## config.mk

```make
export PLATFORM = sky130hd
export DESIGN_NAME = frame_length_monitor
export DESIGN_NICKNAME = d
export VERILOG_FILES = /design/src/rtl/frame_length_monitor.sv
export SDC_FILE = /design/constraint.sdc
export NUM_CORES = 1
export LEC_CHECK = 0
export CAP_MARGIN = 20
export CORE_UTILIZATION = 40
export CTS_CLUSTER_SIZE = 10
export DETAILED_ROUTE_END_ITERATION = 7
export RECOVER_POWER = 100
export SETUP_SLACK_MARGIN = 0.5
export SYNTH_ARGS = -nofsm -noshare
export SYNTH_HDL_FRONTEND = slang
export SYNTH_SLANG_ARGS = --single-unit
```

## constraint.sdc

```tcl
create_clock -name i_clk -period 7.9 [get_ports i_clk]
set_input_delay 1.185 -clock i_clk [delete_from_list [all_inputs] [get_ports i_clk]]
set_output_delay 1.185 -clock i_clk [all_outputs]
set_load 0.1 [all_outputs]
```

## src/rtl/frame_length_monitor.sv

```systemverilog
// Frame length monitor: measures framer frames in valid beats, flags runt/giant
// frames and protocol anomalies, and keeps saturating frame and error counters.
module frame_length_monitor #(
  parameter int unsigned MIN_LEN = 4,
  parameter int unsigned MAX_LEN = 64,
  parameter int unsigned LEN_W   = 16,
  parameter int unsigned CNT_W   = 32
) (
  input  logic             i_clk,
  input  logic             i_arst_n,
  input  logic             i_valid,
  input  logic             i_sop,
  input  logic             i_eop,
  input  logic             i_clear,
  output logic             o_done,
  output logic [LEN_W-1:0] o_frameLen,
  output logic             o_runt,
  output logic             o_giant,
  output logic             o_protoErr,
  output logic [CNT_W-1:0] o_frameCount,
  output logic [CNT_W-1:0] o_errCount
);

  localparam logic [LEN_W-1:0] LEN_SAT = '1;
  localparam logic [LEN_W-1:0] MIN_L   = LEN_W'(MIN_LEN);
  localparam logic [LEN_W-1:0] MAX_L   = LEN_W'(MAX_LEN);
  localparam logic [CNT_W-1:0] CNT_SAT = '1;

  typedef enum logic [0:0] {IDLE, IN_FRAME} state_e;

  state_e           state_q, state_d;
  logic [LEN_W-1:0] beat_cnt_q, beat_cnt_d;
  logic [LEN_W-1:0] frame_len_q, frame_len_d;
  logic             done_q, done_d;
  logic             runt_q, runt_d;
  logic             giant_q, giant_d;
  logic             proto_err_q, proto_err_d;
  logic [CNT_W-1:0] frame_cnt_q, frame_cnt_d;
  logic [CNT_W-1:0] err_cnt_q, err_cnt_d;

  logic             complete;
  logic [LEN_W-1:0] comp_len;
  logic [LEN_W-1:0] beat_inc;
  logic [1:0]       err_inc;
  logic [CNT_W:0]   err_sum;

  // Next-state, completion status and counter update
  always_comb begin
    state_d     = state_q;
    beat_cnt_d  = beat_cnt_q;
    frame_len_d = frame_len_q;
    done_d      = 1'b0;
    runt_d      = 1'b0;
    giant_d     = 1'b0;
    proto_err_d = 1'b0;
    frame_cnt_d = frame_cnt_q;
    err_cnt_d   = err_cnt_q;
    complete    = 1'b0;
    comp_len    = '0;
    err_inc     = 2'd0;
    err_sum     = '0;
    beat_inc    = (beat_cnt_q == LEN_SAT) ? beat_cnt_q : beat_cnt_q + LEN_W'(1);

    if (i_valid) begin
      case (state_q)
        IDLE: begin
          if (i_sop && i_eop) begin
            complete = 1'b1;
            comp_len = LEN_W'(1);
          end else if (i_sop) begin
            state_d    = IN_FRAME;
            beat_cnt_d = LEN_W'(1);
          end else begin
            proto_err_d = 1'b1;
          end
        end
        IN_FRAME: begin
          if (i_sop) begin
            // Abandon the open frame; this sop starts a fresh one
            proto_err_d = 1'b1;
            if (i_eop) begin
              complete = 1'b1;
              comp_len = LEN_W'(1);
              state_d  = IDLE;
            end else begin
              beat_cnt_d = LEN_W'(1);
            end
          end else if (i_eop) begin
            complete = 1'b1;
            comp_len = beat_inc;
            state_d  = IDLE;
          end else begin
            beat_cnt_d = beat_inc;
          end
        end
        default: state_d = IDLE;
      endcase
    end

    if (complete) begin
      done_d      = 1'b1;
      frame_len_d = comp_len;
      runt_d      = (comp_len < MIN_L);
      giant_d     = (comp_len > MAX_L) || (comp_len == LEN_SAT);
    end

    err_inc = {1'b0, runt_d | giant_d} + {1'b0, proto_err_d};
    err_sum = {1'b0, err_cnt_q} + (CNT_W + 1)'(err_inc);

    if (i_clear) begin
      frame_cnt_d = '0;
      err_cnt_d   = '0;
    end else begin
      if (complete && (frame_cnt_q != CNT_SAT)) begin
        frame_cnt_d = frame_cnt_q + CNT_W'(1);
      end
      err_cnt_d = err_sum[CNT_W] ? CNT_SAT : err_sum[CNT_W-1:0];
    end
  end

  always_ff @(posedge i_clk) begin
    if (!i_arst_n) begin
      state_q     <= IDLE;
      beat_cnt_q  <= '0;
      frame_len_q <= '0;
      done_q      <= 1'b0;
      runt_q      <= 1'b0;
      giant_q     <= 1'b0;
      proto_err_q <= 1'b0;
      frame_cnt_q <= '0;
      err_cnt_q   <= '0;
    end else begin
      state_q     <= state_d;
      beat_cnt_q  <= beat_cnt_d;
      frame_len_q <= frame_len_d;
      done_q      <= done_d;
      runt_q      <= runt_d;
      giant_q     <= giant_d;
      proto_err_q <= proto_err_d;
      frame_cnt_q <= frame_cnt_d;
      err_cnt_q   <= err_cnt_d;
    end
  end

  assign o_done       = done_q;
  assign o_frameLen   = frame_len_q;
  assign o_runt       = runt_q;
  assign o_giant      = giant_q;
  assign o_protoErr   = proto_err_q;
  assign o_frameCount = frame_cnt_q;
  assign o_errCount   = err_cnt_q;

endmodule

```

==> flow_results.org, run 1 <==
** Logic synthesis
- Yosys instantiated no cell more often than sky130_fd_sc_hd__dfxtp_1.
- Proportion of netlist area held by the largest area contributor :: 0.3946
- Mean cell area of the mapped netlist :: 8.358 um2
- Most area-consuming cells after synthesis :: sky130_fd_sc_hd__dfxtp_1 (39%), sky130_fd_sc_hd__a21oi_1 (6.1%), sky130_fd_sc_hd__xnor2_1 (5.8%)
- After synthesis the netlist holds a flip-flop and latch count of 101.
- Cell variety after synth :: 65
- The share of the Yosys chip area taken by registers is 0.3946.
- Yosys warning total :: 0
- Synthesis handed over a netlist of 613 instances.
- Most used flip-flop cell after synthesis :: sky130_fd_sc_hd__dfxtp_1
- Net count after synthesis :: 624
- Yosys top cell by area :: sky130_fd_sc_hd__dfxtp_1
- Synthesized cell area :: 5124 um2
- Counting flops with a built-in enable in the synthesized netlist gives 0.
- After synthesis, the share of flip-flops with an asynchronous set or reset is 0.
- Top cells by instance count after synthesis :: sky130_fd_sc_hd__dfxtp_1 (101), sky130_fd_sc_hd__nand2_1 (78), sky130_fd_sc_hd__a21oi_1 (62), sky130_fd_sc_hd__nor2_1 (54), sky130_fd_sc_hd__nand3_1 (35)

** Critical path
- CP max FO :: 23
- Critical path's most frequent cell :: sky130_fd_sc_hd__nand3_1
- Timing startpoint of the critical path :: i_sop
- The critical path is of the primary input to flip-flop type.
- The signal on the critical path passes through dlygate4sd3_1, inv_1, nand2_1, or4_1, nand3_1, o41ai_1, nand3_1, fa_1, ha_1, nand2_1, nor3_1, nand4_1, nor2_1, nand3_1, clkbuf_1, a21oi_1.
- The worst setup path is captured at a flip-flop.
- R2r startpoint :: o_frameCount[2]
- For flop-to-flop paths, the worst setup slack is 2.62 ns.
- On the critical path, the stage with the largest delay is an instance of sky130_fd_sc_hd__or4_1.
- The largest single stage delay on the critical path is 0.63 ns.
- Together, buffers and inverters on the worst path number 3.
- STA classifies the critical path startpoint as a primary input.
- Reg2Reg Depth :: 6
- The kind of cell with the highest combined delay along the critical path is simple AND/OR/NAND/NOR gates.
- Endpoint of the worst-slack reg-to-reg timing path :: o_frameCount[23]
- Crit path DAT :: 5.86 ns
- Worst Path Required :: 8.17 ns

** Pwr
- Internal power comes to 784.6 uW.
- Static leakage :: 0.002250 uW
- IR analysis of the VDD net gives a maximum drop of 0.09039 mV.
- Combinational share of power :: 0.045
- Of the total power, the clock network draws 0.445.
- Net switching share of the total power :: 0.2211
- Power dissipated by switching net loads :: 222.7 uW
- Power spread over the standard cell area amounts to 159.7 nW/um2.
- Of the total power, registers draw 0.509.

** Run status
- Violations in the final reports :: max-capacitance violations, max-slew violations
- The run finished, with violations left.

** Clock network
- Maximum clock insertion buffer count :: 2
- The number of clock buffers added by TritonCTS is 9.
- Hold buffer count at CTS :: 0
- At the later pin of the worst-skew pair, clock insertion delay measures 0.35 ns.
- Post-CTS setup buffer count :: 0
- Master cell of the clock root buffer :: sky130_fd_sc_hd__clkbuf_16
- Clock tree synthesis found a total of 101 sinks.
- Clock-pin slew was measured on the worst setup and hold paths at 0.06 ns.
- Post-CTS repair changed the size of 0 cells.
- TritonCTS clock tree :: yes
- The H-tree generated during clock tree synthesis spans 3 levels.

** Floorplanning
- The die covers 13270 um2.
- Overall die height :: 115.2 um
- The floorplan has 40 rows.
- The initial utilization of the core area, before any placement, comes to 0.4179.
- Horizontal die dimension :: 115.2 um
- Placeable core region :: 12260 um2
- During I/O placement, the number of pins put on the boundary was 90.

** Route
- The final layout contains routed wiring with a total length of 12330 um.
- Antenna Nets Post-Route :: 0
- Remaining routing DRC violations :: 0
- Drt first pass iters :: 5
- DR vias :: 4609
- Drt via density :: 5.397
- Count of routing violations after the opening detailed-route iteration :: 309
- Wire per inst :: 14.44 um

** Min path
- The startpoint identified for the worst hold timing path is o_frameLen[2].
- Cell depth of the worst min-delay path :: 2
- The tightest min-delay check is of the flip-flop to flip-flop type.
- For hold timing, the worst endpoint is o_frameLen[2].

** Timing
- Final Hold Vio Count :: 0
- On the final layout, the worst clock skew is 0.01008 ns.
- Max Freq :: 178.8 MHz
- Smallest setup slack after layout :: 2.308 ns
- Final cycle utilization of the critical path :: 0.7078
- Pin slew with the least headroom to its limit :: 3.704 ns
- Number of slew-limit violations in the final report :: 17
- The routed design could run at a clock period as short as 5.592 ns.
- Unrepaired setup endpoints after global routing :: no
- Worst slew margin :: -1.500
- Final count of negative-setup-slack endpoints :: 0
- Post-route setup TNS :: 0 ns

** Placement
- IO buf count :: 89
- Before CTS, the worst setup slack after placement is 2.100 ns.
- Half-perimeter wire length after detailed placement :: 8812 um
- Routability-driven placement finished with a final weighted congestion of 0.8743.

** Final layout
- Of the cells placed in the final design, the portion with a size suffix greater than 1 is 0.05394.
- Layout overhead on the synthesized area :: 23.13%
- 0 antenna diodes ended up in the layout.
- Net count reported at finish :: 693

** Global route
- Antenna violations before repair :: 0
- The first global-routing pass estimated 20800 um of wire.
- Maximum number of pins on one net before global-route repair :: 65
- The number of global-route vias before repair is 4336.
- Total track usage :: 0.1947
- The total overflow left after global routing is 0.

** Run
- Max-cap violations in this run came to 1.
-- cell families after synthesis --
kind of cell / count (synthesis) / share of synthesized area
AOI/OAI and AO/OA: 117 / 0.1409
DFF: 101 / 0.3946
and+or+nand+nor: 276 / 0.2852
muxes: 4 / 0.008059
xor gates and xnor gates: 62 / 0.1060
buffers and inverters: 48 / 0.05153
adders and majority gates: 5 / 0.01368
-- flip-flops by register name, summed over array words and instances, names as in the netlist --
name / cells
state_q: 1
o_giant: 1
o_errCount: 32
o_frameCount: 32
beat_cnt_q: 16
o_protoErr: 1
o_done: 1
o_runt: 1
o_frameLen: 16
-- layout by cell type (no fill, tap or decap), types with 3 or more instances in the layout --
| cell type | synthesis | layout |
|---|---|---|
| sky130_fd_sc_hd__xnor2_1 | 34 | 34 |
| sky130_fd_sc_hd__or3_1 | 7 | 7 |
| sky130_fd_sc_hd__nor3_1 | 12 | 13 |
| sky130_fd_sc_hd__a21oi_1 | 62 | 62 |
| sky130_fd_sc_hd__nand3_1 | 35 | 35 |
| sky130_fd_sc_hd__o211ai_1 | 5 | 5 |
| sky130_fd_sc_hd__a22oi_1 | 6 | 6 |
| sky130_fd_sc_hd__inv_1 | 12 | 12 |
| sky130_fd_sc_hd__ha_1 | 4 | 4 |
| sky130_fd_sc_hd__nor3_2 | 6 | 5 |
| sky130_fd_sc_hd__and3_1 | 11 | 11 |
| sky130_fd_sc_hd__nand4_1 | 18 | 18 |
| sky130_fd_sc_hd__and2_1 | 6 | 5 |
| sky130_fd_sc_hd__nor2_1 | 54 | 55 |
| sky130_fd_sc_hd__or4_1 | 3 | 4 |
| sky130_fd_sc_hd__o21ai_0 | 14 | 13 |
| sky130_fd_sc_hd__and4_1 | 12 | 12 |
| sky130_fd_sc_hd__mux2i_1 | 3 | 3 |
| sky130_fd_sc_hd__nor4_1 | 12 | 12 |
| sky130_fd_sc_hd__a31oi_1 | 7 | 7 |
| sky130_fd_sc_hd__clkbuf_16 | 0 | 9 |
| sky130_fd_sc_hd__dlygate4sd3_1 | 0 | 87 |
| sky130_fd_sc_hd__xor2_1 | 28 | 28 |
| sky130_fd_sc_hd__dfxtp_1 | 101 | 101 |
| sky130_fd_sc_hd__nand2_1 | 78 | 78 |
-- power groups by stage --
stage	clock, uW	combinational (uW)	sequential (uW)
final	449	45.5	513
after global placement	0	46.8	525
after detailed placement	0	47.1	525
after CTS	463	47.2	513
after global routing	481	49.6	513
after floorplan	0	24.1	536
-- worst reg2reg max path: stages (launching register included) --
cell and delay [ns]:
sky130_fd_sc_hd__dfxtp_1 0.43, sky130_fd_sc_hd__nand4_1 0.63, sky130_fd_sc_hd__or4_1 0.72, sky130_fd_sc_hd__o311ai_0 2.85, sky130_fd_sc_hd__nor4_1 0.17, sky130_fd_sc_hd__xnor2_1 0.29
sky130_fd_sc_hd__nor2_1 0.05
-- through the flow --
stage	cells	power [uW]	util	area, um2	hold WS [ns]
6_report	854	1007	0.5145	6309	0.4475
5_1_grt	854	1044	0.5145	6309	0.4647
4_1_cts	853	1023	0.5172	6342	0.4534
3_5_place_dp	838	572.0	0.4921	6035	0.4452
3_3_place_gp	838	571.7	0.4921	6035	0.4479
2_1_floorplan	613	559.7	-	5124	0.4830
-- worst max path at each step --
stage / endpoint / slack, ns / cells after the start
after detailed placement: o_errCount[17] / 2.10 / 15
after global routing: o_errCount[26] / 1.82 / 16
after floorplan: o_errCount[18] / 3.83 / 16
after global placement: o_errCount[29] / 2.26 / 15
after CTS: o_errCount[17] / 2.44 / 15
final: o_errCount[1] / 2.31 / 16
-- final cells by class --
| class | count | area, um2 |
|---|---|---|
| Multi-Input combinational cell | 464 | 2806 |
| Tap cell | 168 | 210.2 |
| Clock buffer | 11 | 252.7 |
| Timing Repair Buffer | 93 | 913.4 |
| Inverter | 13 | 48.80 |
| Clock inverter | 4 | 55.05 |
| Fill cell | 1168 | 5953 |
| Sequential cell | 101 | 2022 |
-- per-layer routing --
layer | track usage | wire, um | vias to the layer above
met5 | 0 | 0 | -
met4 | 0.06494 | 148 | 0
met3 | 0.04112 | 611 | 11
met2 | 0.3104 | 5656 | 129
met1 | 0.2616 | 5916 | 2149
li1 | - | - | 2320
(Power assumes the default switching activity.)
==> run 2, diff against run 1 <==
Clock period 7.9 ns to 5.44 ns, I/O delays scaled along.
==> flow_results.org, run 2 (synthesized netlist as in run 1, its figures left out) <==
** Placement
- Half-perimeter wire length after detailed placement :: 8786 um (-0.29%)
- Placed cell count :: 840 (+0.24%)
- The routability-driven placement congestion ratio was 0.8445 (-3.4%).
- The number of input and output port buffers inserted is 89 (unchanged).

** Critical path
- STA classifies the critical path endpoint as a flip-flop.
- Worst-path cell with the longest stage delay :: sky130_fd_sc_hd__or4_1
- The worst setup path is launched from a primary input.
- Reg2Reg Depth :: 16 (+10)
- Critical Path, Cell by Cell :: dlygate4sd3_1, inv_1, nand2_1, or4_1, nand3_1, o41ai_1, nand3_1, fa_1, ha_1, nand2_1, nor3_2, nand4_1, nor2_1, nand3_1, buf_4, a21oi_1
- Worst Path Required :: 5.71 ns (-2.46 ns)
- Grouping stages by cell kind, the critical path spends the most delay in simple AND/OR/NAND/NOR gates.
- The critical path depth in cells came to 16 (unchanged).
- CP max FO :: 29 (+26%)
- In this design, the critical path's most frequently occurring cell is sky130_fd_sc_hd__nand3_1.
- The delay of the slowest critical-path stage was 0.63 ns (about the same).
- The sum of buffers and inverters on the critical path is 3 (unchanged).
- In this run the critical register-to-register path is launched from beat_cnt_q[0].
- Timing startpoint of the critical path :: i_sop
- By startpoint and endpoint, the worst setup path is classified as primary input to flip-flop.
- Crit path DAT :: 4.82 ns (-1.04 ns)

** Run status
- The run finished, with violations left.
- Violations in the final reports :: max-capacitance violations, max-slew violations

** Timing
- The total of endpoints with negative setup slack in the final report was 0 (unchanged).
- The count of endpoints failing hold in the final timing report came to 0 (unchanged).
- Static timing analysis puts the maximum clock frequency at 219.8 MHz.
- The worst clock skew is 0.007190 ns (-0.002892 ns).
- Pin slew with the least headroom to its limit :: 2.444 ns (-1.259 ns)
- Minimum clock period :: 4.550 ns
- The total negative slack for setup checks came to 0 ns (unchanged).
- The total count of max-transition violations in the final report was 17 (unchanged).
- Setup repair after global routing left no endpoint under its margin.
- Of the available clock period, the critical path in the final layout requires 0.8364.
- The headroom to the max-slew limit was -0.6553 (+0.8451).

** Final layout
- Filler Cells Inserted :: 1189 (+1.8%)
- The fraction of layout instances using a drive strength above 1 is 0.05951 (+0.005571).
- The footprint of the flip-flops and latches came to 2022 um2 (unchanged).
- The area occupied by multi-input gates was 2815 um2 (+0.31%).
- The number of antenna diodes was 0 (unchanged).
- Filler-free cell count of the finished design :: 857 (+0.35%)
- Leaving out fill and tap cells, the most frequent cell in the layout is sky130_fd_sc_hd__dfxtp_1.
- Most frequent cells in the layout :: sky130_fd_sc_hd__dfxtp_1 (101), sky130_fd_sc_hd__dlygate4sd3_1 (86), sky130_fd_sc_hd__nand2_1 (78)
- Net count reported at finish :: 695 (+0.29%)
- The area growth from synthesis to layout was 23.22% (about the same).

** Pwr
- Clock share of power :: 0.429 (-0.016)
- Combinational share of power :: 0.047 (+0.002)
- Total internal power :: 1097 uW (+40%)
- Static leakage :: 0.002256 uW (+0.27%)
- Net switching share of the total power :: 0.2296 (+0.008562)
- Max rail drop VDD :: 0.1341 mV (+48%)
- The sequential share of power came to 0.524 (+0.015).
- Power density cells :: 225.5 nW/um2 (+41%)
- Total power of the final layout :: 1424 uW (+41%)
- The net switching power figure was 326.9 uW (+47%).

** Route
- Wire per inst :: 14.70 um (+1.8%)
- The total iterations of the first detailed-routing run was 5 (unchanged).
- DR vias :: 4609 (unchanged)
- Antenna Nets Post-Route :: 0 (unchanged)
- The number of remaining DRC errors came to 0 (unchanged).
- The total wire length came to 12600 um (+2.1%).
- The number of vias per cell after detailed routing is 5.378 (-0.35%).
- Count of routing violations after the opening detailed-route iteration :: 262 (-15%)

** Min path
- The startpoint identified for the worst hold timing path is o_frameLen[7].
- Min-delay worst type :: flip-flop to flip-flop
- The cell depth of the worst min-delay path was 2 (unchanged).

** Global route
- Maximum number of pins on one net before global-route repair :: 65 (unchanged)
- The sum of overflow across all layers after global routing is 0 (unchanged).
- The global routing stage identified its most utilized layer as met2.
- First-pass GRT wire length :: 21050 um (+1.2%)
- Total track usage :: 0.1999 (+0.005155)
- The number of global-route vias before repair was 4312 (-0.55%).
- Routing usage on met3 :: 0.03954 (-0.001581)
- Global routing usage on met2 :: 0.3112 (+0.0008032)
- Antenna violations before repair :: 0 (unchanged)
- The met1 routing resource usage after global routing was 0.2710 (+0.009349).

** Clock network
- The number of setup buffers added after CTS is 0 (unchanged).
- Count of instances resized after the clock tree is built :: 0 (unchanged)
- Skew-Pair Late Insertion Delay :: 0.35 ns (about the same)
- TritonCTS built the clock tree.
- The count of H-tree levels built during CTS is 3 (unchanged).
- Maximum clock insertion buffer count :: 2 (unchanged)
- The number of hold buffers added after cts was 0 (unchanged).
- Number of buffers created by CTS :: 9 (unchanged)
- In this run the clock root is driven by a sky130_fd_sc_hd__clkbuf_16.
- The count of clock tree sinks came to 101 (unchanged).
- Worst-path clk slew :: 0.07 ns (about the same)

** Floorplanning
- Effective utilization at floorplan :: 0.4179 (unchanged)
- The horizontal extent of the die was 115.2 um (unchanged).
- Placeable core region :: 12260 um2 (unchanged)
- The die boundary height came to 115.2 um (unchanged).
- The standard-cell row count was 40 (unchanged).
- The top-level I/O count was 90 (unchanged).
- The overall die area is 13270 um2 (unchanged).

** Run
- The number of max-cap violations was 1 (unchanged).
## run 2: cell types whose count changed in the layout (fill, tap and decap cells not counted), sizes merged
cell / delta
buf: +4
bufinv: -1
clkbuf: +1
clkdlybuf4s50: +1
clkinv: +1
clkinvlp: -1
dlygate4sd3: -1
inv: -1
## run 2: worst register-to-register path: cells and delay by family (launching register included)
| family | cells | cell delay, ns |
|---|---|---|
| DFF | 1 | 0.45 |
| adders and majority gates | 3 | 1.08 |
| AOI/OAI and AO/OA | 4 | 1.13 |
| and+or+nand+nor | 8 | 1.28 |
| buffers and inverters | 1 | 0.30 |
## run 2: per-stage QoR
stage,hold WS [ns],util,worst slack [ns],instance area (um2)
6_report,0.4522,0.5149,0.8898,6314
5_1_grt,0.4775,0.5149,0.4221,6314
4_1_cts,0.4588,0.5163,0.9990,6331
3_5_place_dp,0.4502,0.4934,0.7099,6050
3_3_place_gp,0.4454,0.4934,0.8652,6050
2_1_floorplan,0.4830,-,1.481,5124
## run 2: layout make-up
type                    instances  area share
clock buffers                  14     0.04182
clock inverters                 2    0.002774
inverters                      13    0.007729
multi-input cells             464      0.4459
flip-flops and latches        101      0.3203
well taps                     168     0.03329
repair buffers                 95      0.1482
## run 2: metal layers
metal,up-vias,part of all wire
met5,-,0
met4,0,0.015
met3,14,0.049
met2,125,0.46
met1,2154,0.48
li1,2316,-
## run 2: final timing paths
| path | endpoint | slack [ns] |
|---|---|---|
| worst max register to register | o_errCount[3] | 1.08 |
| worst max-delay path | o_errCount[3] | 0.89 |
| worst min register to register | o_frameLen[7] | 0.45 |
| worst min-delay path | o_frameLen[7] | 0.45 |
## run 2: power groups by stage
| stage | logic [uW] | clock network [uW] | registers (uW) |
|---|---|---|---|
| 2_1_floorplan | 35.0 | 0 | 778 |
| 3_3_place_gp | 68.3 | 0 | 762 |
| 3_5_place_dp | 69.0 | 0 | 762 |
| 4_1_cts | 69.2 | 626 | 745 |
| 5_1_grt | 73.3 | 658 | 745 |
| 6_report | 67.5 | 611 | 745 |
==> run 3, diff against run 2 <==
Settings changed: PLACE_DENSITY set to 0.66.
Clock period 5.44 ns to 4.1 ns, I/O delays scaled along.
==> flow_results.org, run 3 (synthesized netlist as in run 1, its figures left out) <==
** Critical path
- CP Capture Type :: flip-flop
- CP max FO :: 8 (-72%)
- The worst setup path is launched from a primary input.
- The data arrival time of the worst path came to 3.91 ns (-0.91 ns).
- The critical path ends at o_errCount[0].
- The critical path data required time came to 4.36 ns (-1.35 ns).
- The depth of the worst register-to-register path is 17 (+1).
- Number of cells on the critical path :: 15 (-1)
- Tracing the worst setup path back leads to its startpoint at i_sop.
- The setup slack of the worst register-to-register path was 0.49 ns (-0.59 ns).
- The sum of buffers and inverters on the critical path came to 3 (unchanged).
- The critical path is of the primary input to flip-flop type.
- Endpoint of the worst-slack reg-to-reg timing path :: o_errCount[0]
- Worst-path cell with the longest stage delay :: sky130_fd_sc_hd__dlygate4sd3_1
- The signal on the critical path passes through dlygate4sd3_1, clkbuf_1, nor2_2, a22o_1, or3_1, nand3_2, fa_1, ha_4, nand2_4, nor3_4, nand4_1, nor2_4, nand3_4, buf_8, a21oi_2.
- Family with the most delay on the worst path :: simple AND/OR/NAND/NOR gates
- R2r startpoint :: beat_cnt_q[0]
- The delay of the slowest critical-path stage came to 0.57 ns (-0.06 ns).

** Placement
- Routability Congestion :: 0.8826 (+4.5%)
- Placed inst area :: 6228 um2 (+3.0%)
- IO buf count :: 89 (unchanged)
- The placed cell count is 850 (+1.2%).
- Half-perimeter wire length after detailed placement :: 9343 um (+6.3%)

** Global route
- The sum of overflow across all layers after global routing was 0 (unchanged).
- First-pass GRT wire length :: 21980 um (+4.4%)
- Total track usage :: 0.2080 (+0.008107)
- The largest net degree at the start of global routing came to 39 (-40%).
- Antenna violations before repair :: 0 (unchanged)
- The number of global-route vias before repair came to 4472 (+3.7%).

** Route
- The remaining antenna violation count came to 0 (unchanged).
- Wire per inst :: 15.54 um (+5.8%)
- DR vias :: 4833 (+4.9%)
- Drt first pass iters :: 5 (unchanged)
- Count of routing violations after the opening detailed-route iteration :: 233 (-11%)
- The total wire length came to 13790 um (+9.5%).
- Drt via density :: 5.449 (+1.3%)
- The number of remaining DRC errors came to 0 (unchanged).

** Final layout
- Commonest non-fill, non-tap cell in the layout :: sky130_fd_sc_hd__dfxtp_1
- Number of diodes :: 0 (unchanged)
- The top cell types in the final layout, fill and taps aside, are sky130_fd_sc_hd__dfxtp_1 (88), sky130_fd_sc_hd__dlygate4sd3_1 (87), sky130_fd_sc_hd__nand2_1 (76).
- The number of standard cells in the layout, taps in and fillers out came to 887 (+3.5%).
- Layout overhead on the synthesized area :: 33.19%
- Net count reported at finish :: 725 (+4.3%)
- The design area is 6824 um2 (+8.1%).
- The core utilization of the finished layout is 0.5565 (+0.04163).
- The count of fill cells added during filler insertion was 1115 (-6.2%).
- Layout cell share with drive strength beyond 1 :: 0.1544 (+0.09487)

** Pwr
- The power density over cell area is 288.0 nW/um2 (+28%).
- The largest voltage drop on the vdd net came to 0.1650 mV (+23%).
- Static leakage :: 0.002505 uW (+11%)
- Total power of the final layout :: 1965 uW (+38%)

** Timing
- Unrepaired setup endpoints after global routing :: yes
- Worst slew margin :: 0.2581 (+0.9134)
- The worst path in the final design needs a cycle of 3.650 ns, including I/O delays and setup.
- The measured slew at the worst slew-check pin came to 1.111 ns (-1.333 ns).
- Dividing the final minimum period by the clock period gives 0.8903.
- Number of slew-limit violations in the final report :: 0 (-17)
- The total of endpoints with negative setup slack in the final report is 0 (unchanged).
- Clock Skew :: 0.01071 ns (+0.003518 ns)
- The count of endpoints failing hold in the final timing report came to 0 (unchanged).
- For this run, the top clock speed supported by timing is 274.0 MHz.
- The total negative slack for setup checks was 0 ns (unchanged).

** Clock network
- The number of hold buffers added after cts is 0 (unchanged).
- The number of CTS-inserted buffers is 9 (unchanged).
- Total number of clock tree sinks :: 101 (unchanged)
- Worst-path clk slew :: 0.07 ns (about the same)
- H-tree depth :: 3 (unchanged)
- Master cell of the clock root buffer :: sky130_fd_sc_hd__clkbuf_16
- The maximum root-to-sink buffer count was 2 (unchanged).
- TritonCTS clock tree :: yes
- Skew-Pair Late Insertion Delay :: 0.35 ns (about the same)

** Floorplanning
- The horizontal extent of the die was 115.2 um (unchanged).
- Placeable core region :: 12260 um2 (unchanged)
- The overall die area is 13270 um2 (unchanged).
- Effective utilization at floorplan :: 0.4179 (unchanged)
- Cell row count :: 40 (unchanged)
- The top-level I/O count came to 90 (unchanged).
- Overall die height :: 115.2 um (unchanged)

** Run status
- Run status :: completed

** Run
- Max Cap Violations :: 0 (-1)

** Min path
- The path class of the tightest hold or removal check is flip-flop to flip-flop.
run 3: final cells by class:
cell class / instances / area (um2) / area share
Clock inverter: 5 / 66.31 / 0.009718
Sequential cell: 101 / 2051 / 0.3005
Clock buffer: 11 / 242.7 / 0.03557
Timing Repair Buffer: 125 / 1190 / 0.1744
Tap cell: 168 / 210.2 / 0.03080
Multi-Input combinational cell: 464 / 3015 / 0.4419
Inverter: 13 / 48.80 / 0.007151
run 3: worst register-to-register path, delay by kind of cell, from the launching register on:
family	cells	cell delay, ns
buffers and inverters	2	0.33
adders and majority gates	3	0.64
AOI/OAI and AO/OA	3	0.44
DFF	1	0.37
and+or+nand+nor	9	1.78
run 3: routing by layer:
metal / track usage / part of all wire / vias up
met1: 0.2799 / 0.47 / 2297
met2: 0.3205 / 0.45 / 130
li1: - / - / 2384
met5: 0 / 0 / -
met3: 0.05482 / 0.054 / 22
met4: 0.07446 / 0.021 / 0
run 3: how the worst min path moves through the flow:
stage / from / end / slack [ns] / cells after the start
finish: o_frameLen[2] / o_frameLen[2] / 0.45 / 2
detailed placement: o_frameLen[2] / o_frameLen[2] / 0.45 / 2
CTS: o_frameLen[2] / o_frameLen[2] / 0.45 / 2
global placement: o_frameLen[4] / o_frameLen[4] / 0.45 / 2
global route: o_frameLen[11] / o_frameLen[11] / 0.46 / 2
floorplan: beat_cnt_q[15] / beat_cnt_q[15] / 0.48 / 2
run 3: through the flow:
step	setup slack [ns]	hold WS, ns
2_1_floorplan	0.4638	0.4830
3_3_place_gp	0.1636	0.4459
3_5_place_dp	0.02209	0.4461
4_1_cts	0.5133	0.4550
5_1_grt	0.2238	0.4636
6_report	0.4498	0.4499
run 3: report_power, final:
part | total (uW) | internal, uW | switching, uW
combinational | 101 | 27.4 | 74.1
sequential | 986 | 982 | 4.01
clock | 878 | 498 | 380
total | 1970 | 1510 | 458
run 3: what timing repair did:
action | 4_1_cts | 5_1_grt
endpoints found under the setup margin | 32 | 32
setup buffers | 3 | 16
pin swaps | 5 | 16
gates cloned | 0 | 2
gates resized for setup | 12 | 51
